`src/rtl/pes_usr_pkg.sv`:
```
// Shared op codes, FSM states and op classification for the universal burst shift register.
// PES_USR_ROTATE_EN enables ROR/ROL; without it they behave as hold and cannot start a burst.
package pes_usr_pkg;

  typedef enum logic [2:0] {
    OP_HOLD = 3'b000,
    OP_SHR  = 3'b001,
    OP_SHL  = 3'b010,
    OP_LOAD = 3'b011,
    OP_ROR  = 3'b100,
    OP_ROL  = 3'b101,
    OP_ASR  = 3'b110,
    OP_CLR  = 3'b111
  } usr_op_e;

  typedef enum logic [1:0] {
    ST_IDLE = 2'b00,
    ST_RUN  = 2'b01,
    ST_DONE = 2'b10
  } usr_state_e;

  // Ops that move bits and are therefore eligible for an auto-burst.
  function automatic logic is_shift_op(usr_op_e op);
    logic r;
    r = 1'b0;
    case (op)
      OP_SHR, OP_SHL, OP_ASR: r = 1'b1;
`ifdef PES_USR_ROTATE_EN
      OP_ROR, OP_ROL:         r = 1'b1;
`endif
      default:                r = 1'b0;
    endcase
    return r;
  endfunction

endpackage

```
`src/rtl/pes_usr_burst_if.sv`:
```
// Bus bundle between the controller and the universal burst shift register.
interface pes_usr_burst_if #(
  parameter int WIDTH   = 8,
  parameter int BURST_W = 4
);
  logic [2:0]         mode;
  logic [WIDTH-1:0]   din;
  logic               sin_msb;
  logic               sin_lsb;
  logic               start;
  logic [BURST_W-1:0] burst_len;
  logic [WIDTH-1:0]   q;
  logic               sout_lsb;
  logic               sout_msb;
  logic               busy;
  logic               done;

  modport master (
    output mode, din, sin_msb, sin_lsb, start, burst_len,
    input  q, sout_lsb, sout_msb, busy, done
  );

  modport slave (
    input  mode, din, sin_msb, sin_lsb, start, burst_len,
    output q, sout_lsb, sout_msb, busy, done
  );
endinterface

```
`src/rtl/pes_usr_step.sv`:
```
// Combinational next-value function of the shift register for one op.
// PES_USR_ROTATE_EN selects whether ROR/ROL rotate or hold.
module pes_usr_step
  import pes_usr_pkg::*;
#(
  parameter int WIDTH = 8
) (
  input  usr_op_e          op,
  input  logic [WIDTH-1:0] q,
  input  logic [WIDTH-1:0] din,
  input  logic             sin_msb,
  input  logic             sin_lsb,
  output logic [WIDTH-1:0] q_next
);

  always_comb begin
    q_next = q;
    case (op)
      OP_SHR:  q_next = {sin_msb, q[WIDTH-1:1]};
      OP_SHL:  q_next = {q[WIDTH-2:0], sin_lsb};
      OP_LOAD: q_next = din;
`ifdef PES_USR_ROTATE_EN
      OP_ROR:  q_next = {q[0], q[WIDTH-1:1]};
      OP_ROL:  q_next = {q[WIDTH-2:0], q[WIDTH-1]};
`endif
      OP_ASR:  q_next = {q[WIDTH-1], q[WIDTH-1:1]};
      OP_CLR:  q_next = '0;
      default: q_next = q;
    endcase
  end

endmodule

```
`src/rtl/pes_usr_burst.sv`:
```
// Universal shift register with an auto-burst sequencer (start/busy/done handshake).
// PES_USR_ROTATE_EN enables ROR/ROL single steps and bursts.
module pes_usr_burst
  import pes_usr_pkg::*;
#(
  parameter int WIDTH   = 8,
  parameter int BURST_W = 4
) (
  input logic            clk,
  input logic            rst,
  pes_usr_burst_if.slave bus
);

  localparam logic [BURST_W-1:0] CNT_ONE = BURST_W'(1);

  usr_state_e         state, state_n;
  usr_op_e            op_r, op_n, step_op, mode_op;
  logic [BURST_W-1:0] cnt, cnt_n;
  logic [WIDTH-1:0]   q_r, q_next;

  assign mode_op = usr_op_e'(bus.mode);

  pes_usr_step #(.WIDTH(WIDTH)) u_step (
    .op      (step_op),
    .q       (q_r),
    .din     (bus.din),
    .sin_msb (bus.sin_msb),
    .sin_lsb (bus.sin_lsb),
    .q_next  (q_next)
  );

  always_ff @(posedge clk or posedge rst) begin
    if (rst) begin
      state <= ST_IDLE;
      op_r  <= OP_HOLD;
      cnt   <= '0;
      q_r   <= '0;
    end else begin
      state <= state_n;
      op_r  <= op_n;
      cnt   <= cnt_n;
      q_r   <= q_next;
    end
  end

  // The start cycle only latches the burst; shifting begins in RUN.
  always_comb begin
    state_n = state;
    op_n    = op_r;
    cnt_n   = cnt;
    step_op = OP_HOLD;
    case (state)
      ST_IDLE: begin
        step_op = mode_op;
        if (bus.start && is_shift_op(mode_op)) begin
          step_op = OP_HOLD;
          if (bus.burst_len != '0) begin
            op_n    = mode_op;
            cnt_n   = bus.burst_len;
            state_n = ST_RUN;
          end else begin
            state_n = ST_DONE;
          end
        end
      end
      ST_RUN: begin
        step_op = op_r;
        cnt_n   = cnt - CNT_ONE;
        if (cnt == CNT_ONE) state_n = ST_DONE;
      end
      default: state_n = ST_IDLE;
    endcase
  end

  assign bus.q        = q_r;
  assign bus.sout_lsb = q_r[0];
  assign bus.sout_msb = q_r[WIDTH-1];
  assign bus.busy     = (state == ST_RUN);
  assign bus.done     = (state == ST_DONE);

endmodule

```
`src/flat_wrapper.sv`:
```
// flat-port wrapper written by rule: the top's interface ports become plain ports
module pes_usr_burst_flat import pes_usr_pkg::*;
#(
  parameter int WIDTH   = 8,
  parameter int BURST_W = 4
)
  (clk, rst, bus_mode, bus_din, bus_sin_msb, bus_sin_lsb, bus_start, bus_burst_len, bus_q, bus_sout_lsb, bus_sout_msb, bus_busy, bus_done);
  pes_usr_burst_if #(.WIDTH(WIDTH), .BURST_W(BURST_W)) bus_i ();
  input logic clk;
  input logic rst;
  input wire logic [$bits(bus_i.mode)-1:0] bus_mode;
  input wire logic [$bits(bus_i.din)-1:0] bus_din;
  input wire logic [$bits(bus_i.sin_msb)-1:0] bus_sin_msb;
  input wire logic [$bits(bus_i.sin_lsb)-1:0] bus_sin_lsb;
  input wire logic [$bits(bus_i.start)-1:0] bus_start;
  input wire logic [$bits(bus_i.burst_len)-1:0] bus_burst_len;
  output wire logic [$bits(bus_i.q)-1:0] bus_q;
  output wire logic [$bits(bus_i.sout_lsb)-1:0] bus_sout_lsb;
  output wire logic [$bits(bus_i.sout_msb)-1:0] bus_sout_msb;
  output wire logic [$bits(bus_i.busy)-1:0] bus_busy;
  output wire logic [$bits(bus_i.done)-1:0] bus_done;
  assign bus_i.mode = bus_mode;
  assign bus_i.din = bus_din;
  assign bus_i.sin_msb = bus_sin_msb;
  assign bus_i.sin_lsb = bus_sin_lsb;
  assign bus_i.start = bus_start;
  assign bus_i.burst_len = bus_burst_len;
  assign bus_q = bus_i.q;
  assign bus_sout_lsb = bus_i.sout_lsb;
  assign bus_sout_msb = bus_i.sout_msb;
  assign bus_busy = bus_i.busy;
  assign bus_done = bus_i.done;
  pes_usr_burst #(.WIDTH(WIDTH), .BURST_W(BURST_W)) u_core (.clk(clk), .rst(rst), .bus(bus_i));
endmodule
```
`config.mk`:
```
export PLATFORM = sky130hd
export DESIGN_NAME = pes_usr_burst_flat
export DESIGN_NICKNAME = d
export VERILOG_FILES = /design/src/rtl/pes_usr_pkg.sv /design/src/rtl/pes_usr_burst_if.sv /design/src/rtl/pes_usr_step.sv /design/src/rtl/pes_usr_burst.sv /design/src/flat_wrapper.sv
export SDC_FILE = /design/constraint.sdc
export NUM_CORES = 1
export LEC_CHECK = 0
export ABC_AREA = 1
export BUFFER_PORTS_ARGS = -buffer_cell sky130_fd_sc_hd__buf_2
export CORE_MARGIN = 4
export CORE_UTILIZATION = 40
export CTS_BUF_LIST = sky130_fd_sc_hd__clkbuf_4
export DETAILED_ROUTE_END_ITERATION = 8
export SLEW_MARGIN = 20
export SYNTH_ARGS = -nofsm -noshare
export SYNTH_HDL_FRONTEND = slang
export SYNTH_SLANG_ARGS = --single-unit
```
`constraint.sdc`:
```
create_clock -name clk -period 1.7 [get_ports clk]
set_clock_uncertainty 0.05 [all_clocks]
set_input_delay 0.17 -clock clk [delete_from_list [all_inputs] [get_ports clk]]
set_output_delay 0.17 -clock clk [all_outputs]
set_load 0.02 [all_outputs]
```
# After elaboration in Yosys (flattened, before gate mapping)

Cells that the tools add are included.

Add/subtract/negate cells: 1
Magnitude comparators: 0
Shifts and indexed selects: 0
Eq/ne operators: 14
Div/mod/pow operators: 0
Multipliers: 0
Bitwise gates (word level): 1
Mux-type cells: 12
Reduce and logical (&&, ||, !) cells: 11

Operator list:

| cell                                                                     | number |
|---|---|
| 8-bit one-hot mux with 5 select lines                                    | 1 |
| 3-bit by 2-bit equality test with 1-bit output (second input constant)   | 3 |
| 3-bit equality test (second input constant)                              | 3 |
| 4-bit 2-to-1 mux                                                         | 2 |
| 4-bit one-hot mux with 2 select lines                                    | 1 |
| 4-bit nonzero test                                                       | 2 |
| 3-bit by 1-bit equality test with 1-bit output (second input constant)   | 2 |
| 2-bit 2-to-1 mux                                                         | 3 |
| 2-bit by 1-bit inequality test with 1-bit output (second input constant) | 3 |
| 3-bit one-hot mux with 2 select lines                                    | 1 |
| 3-bit AND reduction                                                      | 2 |
| 5-bit nonzero test                                                       | 1 |
| 4-bit by 1-bit equality test with 1-bit output (second input constant)   | 1 |
| 2-bit one-hot mux with 2 select lines                                    | 1 |
| 2-bit AND reduction                                                      | 2 |
| 4-bit by 1-bit subtractor with 4-bit output (second input constant)      | 1 |
| 3-bit 2-to-1 mux                                                         | 1 |
| 3-bit OR reduction                                                       | 1 |
| 2-bit by 1-bit equality test with 1-bit output (second input constant)   | 1 |
| 2-bit equality test (second input constant)                              | 1 |
| 2-bit zero test                                                          | 1 |
| 1-bit 2-to-1 mux                                                         | 2 |
| 2-bit nonzero test                                                       | 1 |
| 1-bit logical AND                                                        | 1 |
| 1-bit NOT                                                                | 1 |

Output and inout port bits: 12
Memories: 0
Latch bits: 0
RAM bits: 0
Flip-flop bits (word level): 17
ROM bits: 0
Bits of input ports: 20
Logic and storage cells: 44

# Longest topological paths before layout

Word-level depth: 10
Depth in mapped cells: 13
Depth with buffers taken out: 13

# Modules after synthesis

A second synthesis with hierarchy kept.

Cells, all modules: 167
Area total of the unflattened synthesis: 1127.3 µm²

Modules (own cells, without submodules):

| module        | times used | seq. area each (µm²) | area an instance (µm²) | cells each |
|---|---|---|---|---|
| pes_usr_burst | 1          | 425.4                | 802.0                  | 92 |
| pes_usr_step  | 1          | 0.0                  | 325.3                  | 75 |

# Worst setup path after synthesis

No wires, ideal clock.

Kind: register -> register
Start: reg u_core.state[0]
End: reg u_core.q_r[6] (netlist: u_core.bus.q[6])
Stages on the path, launching flop included: 12
Path buffers: 2
Data arrival time: 1.303 ns
Slack: 0.230 ns
Setup time: 0.117 ns
Data required time: 1.533 ns
Period minus slack after synthesis: 1.470 ns
Path through: dfrtp_1 -> inv_2 -> nor2_4 -> buf_6 -> nand2_2 -> nand2_2 -> nand2_1 -> nand3_2 -> buf_6 -> nand2_1 -> nor2_1 -> nor2_1

Word-level cells in the longest chain between the ends: 4
Elaborated cells between the ends (all ways): 10
Classes of those cells: 6 x eq/ne; 2 x mux; 2 x reduce/logical

RTL lines:

| item                                                                        | line                | RTL |
|---|---|---|
| start: declaration                                                          | pes_usr_burst.sv:16 | `usr_state_e state, state_n;` |
| start signal: assignment                                                    | pes_usr_burst.sv:39 | `state <= state_n;` |
| 2-bit by 1-bit equality test with 1-bit output *                            | -                   |  |
| net bus_busy                                                                | flat_wrapper.sv:20  | `output wire logic [$bits(bus_i.busy)-1:0] bus_busy;` |
| 3-bit one-hot mux with 2 select lines *                                     | pes_usr_burst.sv:52 | `case (state)` |
| 3-bit equality test, or another cell as far along                           | pes_usr_step.sv:18  | `case (op)` |
| 8-bit one-hot mux with 5 select lines or 5-bit nonzero test (tied branches) | -                   |  |
| end signal: assignment                                                      | pes_usr_burst.sv:42 | `q_r <= q_next;` |
| end: declaration                                                            | pes_usr_burst.sv:19 | `logic [WIDTH-1:0] q_r, q_next;` |

Mark *: on every way through the listed nets, which the timed path passes. The rest lies on a longest branch.
A chain may end at the register's enable or synchronous reset.

# Worst setup path in the final report

Start: reg u_core.state[0]
End: reg u_core.q_r[1] (netlist: u_core.bus.q[1])

Word-level cells in the longest chain between the ends: 4
Elaborated cells between the ends (all ways): 10
Classes of those cells: 6 x eq/ne; 2 x mux; 2 x reduce/logical

RTL lines:

| item                                                                              | line |
|---|---|
| 2-bit by 1-bit equality test with 1-bit output or 2-bit zero test (tied branches) | pes_usr_burst.sv:52 |
| 3-bit one-hot mux with 2 select lines *                                           | pes_usr_burst.sv:52 |
| 3-bit equality test, or another cell as far along                                 | pes_usr_step.sv:18 |
| 8-bit one-hot mux with 5 select lines or 5-bit nonzero test (tied branches)       | - |

Every way passes the cells marked *; elsewhere a longest branch is shown, timed or not.

==> flow_summary.ini <==
[status]
outcome = completed

[global_routing]
grt_pass1_wl_um = 4340
grt_pass1_vias = 1059
grt_max_degree = 18
gr-total-overflow = 0
track_usage_pct = 15.3
antenna_found_initial = 0

[yosys]
synthXorXnorAreaFrac_pct = 0.783
ys_warn_count = 0
syn-mean-instance-area_um2 = 7.17
synth_top_family_by_area = simple AND/OR/NAND/NOR gates
synth-seq-cells = 17
synth_adder_area_share_pct = 2.24
synthMuxAreaShare_pct = 1.01
synth.top_cell.area_share_pct = 38.0
synth.cell_area_mm2 = 0.00112
synthDistinctLibCells = 24
synth-simple-area-share_pct = 40.5
synth_area_leaders = dfrtp_1 (38%), nand2_1 (19%), inv_1 (5.0%)
yosys.area.top_type = dfrtp_1
syn_inst = 156
synth_seq_area_share_pct = 38.0
syn_nets = 178
synth_compound_area_share_pct = 8.72

[clocking]
cts_buffers = 3
clk_path_buf_depth = 2
cts_sinks = 17
cts_tree = yes
post_cts_buffers = 0
cts_root_buffer = clkbuf_4
h-tree-depth = 1
clk_pin_slew_worst_paths_ps = 100
clkLatencyLatePin_ps = 290

[route]
wl_met3_um = 139
drc = 0
vias = 1102
wirelength_met1_um = 1130
drt_iter0_drc = 55
wl_met2_um = 1240
routedWlPerCell_um = 11.4
firstDrtPassIters = 4
routed_wl_um = 2520
top_layer_used = met4
via_per_inst = 4.99
postRouteAntennaNets = 0

[power]
powerDensity_mw_per_mm2 = 2050
switching_power_w = 0.00141
ir_drop_mv = 0.989
total_power_w = 0.00278
p_sw_share_pct = 50.6
p_leak_nw = 0.739
seqPwrFrac_pct = 29.0
pwr-share-clk_pct = 8.6
p_int_w = 0.00137
power_frac_comb_pct = 62.4

[sta]
max_freq_ghz = 0.649
tightest_slew_ps = 673
fin_crit_sh_pct = 90.6
finalHoldViolations = 0
slew_viol_final = 0
fin_crit_ps = 1540
maxSlewHeadroom_pct = 55.1
setup_violations = 0
rsz0062_at_grt = true

[setup_path]
worstPathRequired_ps = 1880
worstPathArrival_ps = 1720
worst-setup-path-type = reg2reg
endpoint = u_core.bus.q[1]$_DFFE_PP0P_
path_max_fanout = 11
end_kind = register
cp-start-kind = register
reg2reg_from = u_core.state[0]$_DFFE_PP0P_
crit_path_start = u_core.state[0]$_DFFE_PP0P_
rrSetupSlack_ps = 160
reg2regPathDepth = 9
rr_endpoint = u_core.bus.q[1]$_DFFE_PP0P_

[layout]
layout-drive-gt1-share_pct = 29.3
fill_cells = 275
final_util_pct = 52.9
area_growth_pct = 21.4
layout_common_cells = nand2_1 (56), buf_2 (31), dfrtp_1 (16)
layout_commonest_cell = nand2_1
nNetsFinal = 214
antenna_cells = 0

[floorplanning]
chipHeight_um = 60.9
die-area_mm2 = 0.00371
io-pin-count = 32
core.rowCount = 18
coreArea_mm2 = 0.00257
dieWidth_um = 60.9
start_util_pct = 43.6

[placement]
dp_hpwl_um = 2010
place.gp.congestion = 0.775
io_buffer_count = 31

[flow_run]
maxCapViolCount = 0

[min_path]
hold_class = in2reg
[registers in the layout, indices dropped and copies added, names as in the netlist]
name          cells
u_core.op_r       3
u_core.cnt        4
u_core.state      2
u_core.bus.q      8
[timing repair]
item                       CTS  global route
gates resized for setup      0             5
setup endpoints to repair    0             8
hold buffers                 1             0
hold endpoints to repair    17             0
[critical path, stage by stage, from the launching register on]
cell and delay [ps]:
dfrtp_2 470, nor2_4 170, nand2_1 80, nand2_2 80
inv_1 40, nand2_1 130, nand3_4 150, inv_1 150
nand2_1 70, nand3b_1 80
[stage by stage]
stage	setup TNS (ps)	setup slack [ps]	area [µm²]	cells	hold slack [ps]
after floorplan	0	230	1120	156	46.1
after global placement	0	95.3	1300	216	249
after detailed placement	0	23.1	1300	216	268
after CTS	0	11.6	1340	221	88.8
after global routing	-41.3	-36.8	1360	221	110
final	0	160	1360	221	100
[layout make-up]
cell class	count	area [µm²]	area share, %
clock buffers	4	30.0	2.21
inverters	16	60.1	4.42
multi-input cells	119	616	45.3
flip-flops and latches	17	427	31.4
well taps	30	37.5	2.76
repair buffers	35	188	13.8
[cell families (layout without fill, tap and decap cells)]
group           count (synthesis)  in the layout
flops                          17             17
buf+inv                        20             55
xor+xnor                        1              1
mux                             1              1
compound gates                 17             17
fa+ha+maj                       2              2
simple gates                   98             98
[per-layer routing]
layer / vias to the layer above / GRT usage, %
met5: - / 0
met4: 0 / 3.72
met3: 2 / 3.19
met2: 26 / 26.6
met1: 512 / 19.5
li1: 562 / -
[worst min path at each step]
stage / from / to / slack, ps / cells after the start
after floorplan: rst / u_core.bus.q[0]$_DFFE_PP0P_ / 50 / 1
after global placement: rst / u_core.bus.q[0]$_DFFE_PP0P_ / 250 / 2
after detailed placement: rst / u_core.cnt[2]$_DFFE_PP0P_ / 270 / 2
after CTS: bus_din[3] / u_core.bus.q[3]$_DFFE_PP0P_ / 90 / 4
after global routing: bus_din[0] / u_core.bus.q[0]$_DFFE_PP0P_ / 110 / 4
final: bus_din[3] / u_core.bus.q[3]$_DFFE_PP0P_ / 100 / 4
[cells in the mapped netlist]
library cell  count
nor2_1           13
ha_1              2
nand2_2           7
o211ai_1          2
o21a_1            1
nor2_2            1
nor4_1            1
nand2_1          57
o221ai_1          1
dfrtp_1          17
o21ai_0           9
nor2_4            3
nand3_2           2
buf_4             2
buf_6             2
nand3b_1          4
xor2_1            1
nor3_1            1
a31oi_1           1
inv_1            15
inv_2             1
nand3_1           9
mux2_2            1
a21oi_1           3
[power by group through the flow]
stage	combinational (W)	sequential, W	clock [W]
global route	0.00200	0.000837	0.000265
CTS	0.00171	0.000797	0.000251
floorplan	0.00125	0.000894	0
global placement	0.00166	0.000800	0
finish	0.00173	0.000807	0.000240
detailed placement	0.00170	0.000808	0
No activity file was read; power rests on OpenSTA's default activity.
